<file path="src/rtl/pipe_hazard_ctrl.sv">
// Stall/flush controller for the 5-stage pipeline: load-use, branch flush,
// data-memory wait freeze with timeout trap, and saturating debug counters.
// Ports:
//   clk, reset                        clock, async active-high reset
//   IdEx_MemRead, IdEx_Rt             load in ID/EX and its destination
//   IfId_Rs, IfId_Rt                  sources of the instruction in IF/ID
//   Ex_BranchTaken                    taken branch resolved in EX
//   ExMem_MemReq, DataMemory_Ready    data-memory request / completion
//   PC_Write, IfId_Write, IfId_Flush  PC and IF/ID controls
//   IdEx_Write, IdEx_Bubble           ID/EX controls
//   ExMem_Write, MemWb_Bubble         EX/MEM and MEM/WB controls
//   mem_error                         sticky memory-timeout flag
//   stall_count, flush_count          saturating debug counters
module pipe_hazard_ctrl #(
  parameter int MEM_TIMEOUT = 64,
  parameter int CNT_W       = 16
) (
  input  logic             clk,
  input  logic             reset,
  input  logic             IdEx_MemRead,
  input  logic [4:0]       IdEx_Rt,
  input  logic [4:0]       IfId_Rs,
  input  logic [4:0]       IfId_Rt,
  input  logic             Ex_BranchTaken,
  input  logic             ExMem_MemReq,
  input  logic             DataMemory_Ready,
  output logic             PC_Write,
  output logic             IfId_Write,
  output logic             IfId_Flush,
  output logic             IdEx_Write,
  output logic             IdEx_Bubble,
  output logic             ExMem_Write,
  output logic             MemWb_Bubble,
  output logic             mem_error,
  output logic [CNT_W-1:0] stall_count,
  output logic [CNT_W-1:0] flush_count
);

  localparam logic [1:0] S_RUN  = 2'd0;
  localparam logic [1:0] S_WAIT = 2'd1;
  localparam logic [1:0] S_ERR  = 2'd2;

  localparam logic [15:0] TMO = 16'(MEM_TIMEOUT);
  localparam logic [CNT_W-1:0] CMAX = {CNT_W{1'b1}};

  logic [1:0]       state_q, state_d;
  logic [15:0]      wcnt_q, wcnt_d;
  logic             err_q, err_d;
  logic [CNT_W-1:0] stall_q, flush_q;

  logic load_use, mem_wait, freeze;
  logic r_rst, r_frz, r_fl, r_lu;

  assign load_use = IdEx_MemRead && (IdEx_Rt != 5'd0) &&
                    ((IdEx_Rt == IfId_Rs) || (IdEx_Rt == IfId_Rt));
  assign mem_wait = ExMem_MemReq && !DataMemory_Ready;
  assign freeze   = (state_q == S_ERR) || mem_wait;

  // Mutually exclusive row selects, highest priority first.
  assign r_rst = reset;
  assign r_frz = !reset && freeze;
  assign r_fl  = !reset && !freeze && Ex_BranchTaken;
  assign r_lu  = !reset && !freeze && !Ex_BranchTaken && load_use;

  always_comb begin
    PC_Write     = 1'b1;
    IfId_Write   = 1'b1;
    IfId_Flush   = 1'b0;
    IdEx_Write   = 1'b1;
    IdEx_Bubble  = 1'b0;
    ExMem_Write  = 1'b1;
    MemWb_Bubble = 1'b0;
    unique case (1'b1)
      r_rst: begin
        PC_Write     = 1'b0;
        IfId_Write   = 1'b0;
        IdEx_Write   = 1'b0;
        ExMem_Write  = 1'b0;
        IfId_Flush   = 1'b1;
        IdEx_Bubble  = 1'b1;
        MemWb_Bubble = 1'b1;
      end
      r_frz: begin
        PC_Write     = 1'b0;
        IfId_Write   = 1'b0;
        IdEx_Write   = 1'b0;
        ExMem_Write  = 1'b0;
        MemWb_Bubble = 1'b1;
      end
      r_fl: begin
        IfId_Flush  = 1'b1;
        IdEx_Bubble = 1'b1;
      end
      r_lu: begin
        PC_Write    = 1'b0;
        IfId_Write  = 1'b0;
        IdEx_Bubble = 1'b1;
      end
      default: ;
    endcase
  end

  always_comb begin
    state_d = state_q;
    wcnt_d  = wcnt_q;
    err_d   = err_q;
    unique case (state_q)
      S_RUN: begin
        if (mem_wait) begin
          state_d = S_WAIT;
          wcnt_d  = 16'd1;
        end
      end
      S_WAIT: begin
        if (!mem_wait) begin
          state_d = S_RUN;
          wcnt_d  = 16'd0;
        end else if (wcnt_q == TMO) begin
          state_d = S_ERR;
          err_d   = 1'b1;
        end else begin
          wcnt_d = wcnt_q + 16'd1;
        end
      end
      S_ERR: ;
      default: state_d = S_RUN;
    endcase
  end

  always_ff @(posedge clk or posedge reset) begin
    if (reset) begin
      state_q <= S_RUN;
      wcnt_q  <= 16'd0;
      err_q   <= 1'b0;
      stall_q <= '0;
      flush_q <= '0;
    end else begin
      state_q <= state_d;
      wcnt_q  <= wcnt_d;
      err_q   <= err_d;
      if (!PC_Write && (state_q != S_ERR) && (stall_q != CMAX))
        stall_q <= stall_q + CNT_W'(1);
      if (r_fl && (flush_q != CMAX))
        flush_q <= flush_q + CNT_W'(1);
    end
  end

  assign mem_error   = err_q;
  assign stall_count = stall_q;
  assign flush_count = flush_q;

endmodule
</file>
<file path="config.mk">
export PLATFORM = sky130hd
export DESIGN_NAME = pipe_hazard_ctrl
export DESIGN_NICKNAME = d
export VERILOG_FILES = /design/src/rtl/pipe_hazard_ctrl.sv
export SDC_FILE = /design/constraint.sdc
export NUM_CORES = 1
export LEC_CHECK = 0
export ABC_AREA = 0
export CAP_MARGIN = 20
export CORE_UTILIZATION = 50
export CTS_CLUSTER_DIAMETER = 60
export DETAILED_ROUTE_END_ITERATION = 6
export PLACE_DENSITY = 0.79
export RECOVER_POWER = 25
export SYNTH_ARGS = -nofsm -noshare
export SYNTH_HDL_FRONTEND = slang
export SYNTH_SLANG_ARGS = --single-unit
</file>
<file path="constraint.sdc">
create_clock -name clk -period 11.2 [get_ports clk]
set_clock_uncertainty 0.1 [all_clocks]
set_input_delay 3.36 -clock clk [delete_from_list [all_inputs] [get_ports clk]]
set_output_delay 3.36 -clock clk [all_outputs]
set_load 0.01 [all_outputs]
</file>
==> results list, run 1 <==
- Cell count of the worst reg-to-reg path: 8
- Fraction of registers with async set/reset: 100%
* Failing checks: max-capacitance violations, max-slew violations
- From synthesis to final layout, the design area changed by 28.2%.
* Minimum period implied by the final worst setup slack: 8.92 ns
* Initial Util: 53.1%
* Count of flip-flops with a built-in enable after synthesis: 0
- Setup total negative slack on the finished layout was measured at 0 ns.
- Core Box Area: 5240 um^2
- FF-to-FF Start: wcnt_q[0]
- Slew of the pin with the lowest slew margin: 2.33 ns
- Ant. Diodes: 0
- Yosys mapped the design onto 48 distinct sky130hd cell types.
- Final Hold Viols: 0
- Number of cells traversed by the worst hold path: 1
* Number of nets still failing antenna checks after routing: 0
* Clock latency at the later pin of the worst-skew pair: 0.31 ns
- Area occupied by registers: 1280 um^2
- In the synthesized netlist, the number of instances is 272.
- Summed over all layers, the routed wires come to 5.70 mm.
* Portion of the post-synthesis area used by sequential elements: 45.9%
* Post-Synthesis Cell Area: 2780 um^2
- Tracing the worst setup path back leads to its startpoint at IdEx_Rt[2].
* Kind of end point of the critical path: output pin
- The worst setup path is launched from an input port.
- The worst path uses 79.7% of the clock period.
- Worst supply voltage drop on vdd: 0.136 mV
* Final routed wire length divided by cell count: 14.0 um
- Clock-pin slew of the registers on the worst-case setup and hold paths: 0.10 ns
- The multi-input combinational cells in the finished layout cover a total of 1440 um^2.
* Clock sink total: 51
- Detail-routed via count per cell: 5.47
* Type of the worst min-delay path: reg2reg
- Post-route worst hold slack: 0.397 ns
- Leakage power: 1.47 nW
- Layout cell share with drive strength beyond 1: 9.20%
- Number of nets in the layout: 361
- The setup path with the least slack is of type in2out.
* Number of antenna violations at the first check in global routing: 0
- Last element of the critical path: PC_Write
- Power spread over the standard cell area amounts to 139 nW/um^2.
- Across every metal layer, demand over resource in global routing totals 21.7%.
* Die footprint: 5870 um^2
- The flow ran to the end, but the final reports show violations.
- I/O Buffers: 60
* Commonest cells after routing, fill and taps aside: clkdlybuf4s50_1, dfrtp_1, xnor2_1
- Total overflow reported by the global router: 0
- Setup violations remaining at the end of the flow were counted as 0.
- Most instantiated flip-flop cell in the synthesis netlist: dfrtp_1
- The design draws 0.000496 W.
- Width of the die: 76.6 um
- Across all layers, the routed design uses 2,226 vias.
* Detailed router's first-iteration violation count: 118
* Number of buffers created by CTS: 5
- At the end of routability-driven placement, the weighted congestion stood at 0.799.
- Number of max-slew violations in the final report: 46
- Entering global routing, the biggest net connects 46 pins.
- Pin placement for this block handled 61 I/O pins.
- Max Clk Rate: 112 MHz
- Arrival time reported for the critical path endpoint: 5.46 ns
* Most common cell after layout, fill and taps aside: clkdlybuf4s50_1
* Terminus of the critical flop-to-flop path: wcnt_q[11]
* Yosys warning count: 0
- Placement Rows: 26
- Number of H-tree levels: 2
- Setup repair after global routing left no endpoint under its margin.
* Router iterations before antenna repair: 4
- In this run, post-CTS hold repair placed 0 buffers.
- CTS tree: built
* Drt drc: 0
* Worst-path fanout max: 16
- Once the clock tree was built, the resizer swapped 0 gates to a different size.
- Measured against its own limit, the worst slew margin works out to -55.2%.
* Post-DP Area: 3450 um^2
- Number of fillers in the final layout: 410
- Data required time of the critical path: 7.74 ns
- The setup check on the worst reg-to-reg path leaves a slack of 9.11 ns.
* Synth Register Bits: 51
* Vias in the first global route: 2,216
* Placed wire-length estimate: 4.31 mm
- Global-route wire length before repair: 10.1 mm
- Net count after synthesis: 297
- Average instance area after synthesis: 10.2 um^2
- Max Root-Sink Buffers: 2
- Fin util: 68.1%
* Post-CTS setup repair buffer count: 0
- Across the run, the number of max-cap violations was 1.
* Clock root buffer master: clkbuf_8
- The floorplan step set the die height to 76.6 um.
- With fillers left out, the area of the finished cells amounts to 3560 um^2.
stage by stage:
step / setup slack, ns / cells
2_1_floorplan: 2.12 / 272
3_3_place_gp: 2.26 / 399
3_5_place_dp: 2.25 / 399
4_1_cts: 2.25 / 407
5_1_grt: 2.17 / 407
6_report: 2.28 / 407
worst max-delay path, stage by stage:
cell and delay (ns):
clkdlybuf4s50_1 0.47, or4_1 0.52, nor2_1 0.12, nor3b_1 0.08
a21o_4 0.29, inv_1 0.08, clkdlybuf4s50_1 0.53
cell usage after synthesis (4+ instances only):
cell type	instances	area share, %
dfrtp_1	51	46
xnor2_1	33	10
nand3_1	25	4.5
nor2_1	24	3.2
nand2_1	23	3.1
xor2_1	15	4.7
nand4_1	11	2.5
inv_1	9	1.2
o21ai_0	9	1.6
a21oi_1	7	1.3
and3_1	5	1.1
ha_1	4	1.8
nand3_2	4	1.4
or3_1	4	0.90
metal layers:
metal / track usage, % / part of all wire, %
met5: 0 / 0
met2: 37.0 / 50
met3: 4.07 / 3.2
met4: 7.69 / 1.0
met1: 27.5 / 46
worst min path at each step:
stage / to / start
after floorplan: wcnt_q[5] / wcnt_q[5]
after global placement: mem_error / mem_error
after detailed placement: mem_error / mem_error
after CTS: stall_count[9] / stall_count[9]
after global routing: stall_count[9] / stall_count[9]
final: stall_count[9] / stall_count[9]
state kept, by name (all words and copies together), names as in the netlist:
| name | flops |
|---|---|
| flush_count | 16 |
| stall_count | 16 |
| wcnt_q | 16 |
| state_q | 2 |
| mem_error | 1 |
final cells by class:
class | count | share of cell area, %
Multi-Input combinational cell | 208 | 40.4
Sequential cell | 51 | 35.8
Timing Repair Buffer | 61 | 17.0
Tap cell | 70 | 2.46
Clock buffer | 6 | 2.32
Clock inverter | 2 | 1.09
Inverter | 9 | 0.948
logic make-up after synthesis:
family / share of synthesized area (%)
DFF: 45.9
adders and majority gates: 1.80
AOI/OAI and AO/OA: 6.70
buffers and inverters: 2.29
xor gates and xnor gates: 15.1
and+or+nand+nor: 27.4
muxes: 0.810
power breakdown:
group / internal, W / switching, W / leakage (nW)
sequential: 0.000206 / 0.0000316 / 0.683
clock: 0.0000735 / 0.0000628 / 0.0618
combinational: 0.0000717 / 0.0000507 / 0.728
total: 0.000351 / 0.000145 / 1.47
Note: power is estimated with default switching activity, not from simulation.
==> run 2, diff against run 1 <==
==> constraint.sdc (replaced) <==
create_clock -name clk -period 8.97 [get_ports clk]
set_clock_uncertainty 0.1 [all_clocks]
set_input_delay 2.691 -clock clk [delete_from_list [all_inputs] [get_ports clk]]
set_output_delay 2.691 -clock clk [all_outputs]
set_load 0.01 [all_outputs]
==> results list, run 2 (same netlist as run 1, synthesis figures left out) <==
* Clock latency at the later pin of the worst-skew pair: 0.31 ns
* Number of cells traversed by the worst hold path: 1
* Combinational fraction of design power: 24.8%
* Number of H-tree levels: 2
* Max Root-Sink Buffers: 2
- The final max-slew violation count is 46.
* Arrival time reported for the critical path endpoint: 4.82 ns
- Last weighted congestion value of the routability-driven placer: 0.799
- Critical Path Start: IdEx_Rt[2]
- The multi-input combinational cells in the finished layout cover a total of 1440 um^2.
- At the placement stage, the worst setup path has a slack of 1.34 ns.
* Drt drc: 0
* Leakage power: 1.47 nW
* Internal power of the cells: 0.000439 W
- Number of antenna violations at the first check in global routing: 0
- Placement Rows: 26
* Number of buffers created by CTS: 5
- Power per cell area: 173 nW/um^2
- Ant. Diodes: 0
* Number of fillers in the final layout: 430
* Cell count of the worst reg-to-reg path: 8
* Crit Path Class: in2out
- Max Clk Rate: 131 MHz
- Kind of end point of the critical path: output pin
* Placed wire-length estimate: 4.29 mm
* Total chip power: 0.000618 W
- Detailed router's first-iteration violation count: 67
- The clock network burns 27.1% of the power.
- Worst-path fanout max: 16
- Clock tree synthesis found a total of 51 sinks.
* Final clock period utilization by the worst path: 84.9%
- Detailed routing inserted a total of 2,219 vias.
- Number of nets in the layout: 361
- The number of global-route vias before repair came to 2,217.
- Number of nets still failing antenna checks after routing: 0
- The startpoint identified for the worst hold timing path is mem_error.
- Failing checks: max-capacitance violations, max-slew violations
- Measured along the x axis, the die boundary spans 76.6 um.
- With fillers left out, the area of the finished cells amounts to 3560 um^2.
- Leaving out fill and tap cells, the most frequent cell in the layout is clkdlybuf4s50_1.
* Detail-routed via count per cell: 5.45
- Relative max-transition margin: -53.5%
- Across the run, the number of max-cap violations was 1.
* All-layer global routing usage: 21.8%
- Registers are responsible for 48.0% of the overall power.
* Die footprint: 5870 um^2
- Net switching is 29.0% of the power.
- Dividing the detail-routed wire length by the instance count gives 13.8 um.
* Status: complete, but fails checks
- FF-to-FF Start: wcnt_q[0]
- Commonest cells after routing, fill and taps aside: clkdlybuf4s50_1, dfrtp_1, xnor2_1
* Post-DP Area: 3450 um^2
- The path class of the tightest hold or removal check is reg2reg.
* Global-route wire length before repair: 10.1 mm
* Area occupied by registers: 1280 um^2
- Post-CTS setup repair buffer count: 0
- Clock root buffer master: clkbuf_8
- Total Neg Setup Slack: 0 ns
- Final Hold Viols: 0
- In this run the power spent charging and discharging nets is 0.000179 W.
- After clock tree synthesis, the clock-pin slew on the worst setup and hold paths is 0.09 ns.
- Once the floorplan was initialized, standard cells occupied 53.1% of the core.
* Number of hold-repair buffers added at the cts stage: 0
* Slew of the pin with the lowest slew margin: 2.30 ns
* Core Box Area: 5240 um^2
* Worst setup slack after layout: 1.36 ns
- Setup violations remaining at the end of the flow were counted as 0.
- Area overhead of the layout relative to synthesis: 28.2%
- Largest net degree at the start of global routing: 46
- Buffers placed on the I/O ports in this run total 60.
- Number of placed I/O pins: 61
- Data required time of the critical path: 6.18 ns
- Router iterations before antenna repair: 4
* PostCTS Resize Cnt: 0
* Total overflow reported by the global router: 0
- Unrepaired setup endpoints after global routing: no
* Worst supply voltage drop on vdd: 0.191 mV
- Fin cells: 407
* CTS tree: built
- The worst setup path is launched from an input port.
- In this run, placement finished with an instance count of 399.
- Minimum period implied by the final worst setup slack: 7.61 ns
* Die outline height: 76.6 um
* Detailed Route WL: 5.62 mm
* Layout cell share with drive strength beyond 1: 9.20%
-- run 2: layout make-up --
type,count,share of cell area (%)
Multi-Input combinational cell,208,40.4
Sequential cell,51,35.8
Timing Repair Buffer,61,17.0
Tap cell,70,2.46
Clock buffer,6,2.32
Clock inverter,2,1.09
Inverter,9,0.948
-- run 2: final timing paths --
check / slack, ns / end
worst max-delay path: 1.36 / PC_Write
worst min-delay path: 0.38 / mem_error
worst max register to register: 6.87 / wcnt_q[11]
worst min register to register: 0.38 / mem_error
max in group asynchronous: 3.56 / wcnt_q[13]
min in group asynchronous: 2.71 / flush_count[10]
-- run 2: metal layers --
metal  up-vias  track usage, %  wire length [um]
li1       1084               -                 -
met1      1081            27.9              2590
met2        48            37.0              2780
met3         6            4.43               192
met4         0            6.92                61
met5         -               0                 0
-- run 2: through the flow --
stage,util (%),hold WS [ns]
6_report,68.1,0.385
5_1_grt,68.1,0.421
4_1_cts,68.1,0.392
3_5_place_dp,65.8,0.360
3_3_place_gp,65.8,0.353
2_1_floorplan,-,0.394
-- run 2: critical path: stages --
cell and delay [ns]:
clkdlybuf4s50_1 0.48, or4_1 0.52, nor2_1 0.13, nor3b_1 0.09, a21o_4 0.29, inv_1 0.09, clkdlybuf4s50_1 0.53
-- run 2: power by group through the flow --
stage	Combinational (W)	Sequential [W]	Clock (W)
after floorplan	0.0000667	0.000307	0
after global placement	0.000152	0.000300	0
after detailed placement	0.000155	0.000302	0
after CTS	0.000156	0.000297	0.000173
after global routing	0.000168	0.000302	0.000184
final	0.000154	0.000297	0.000168
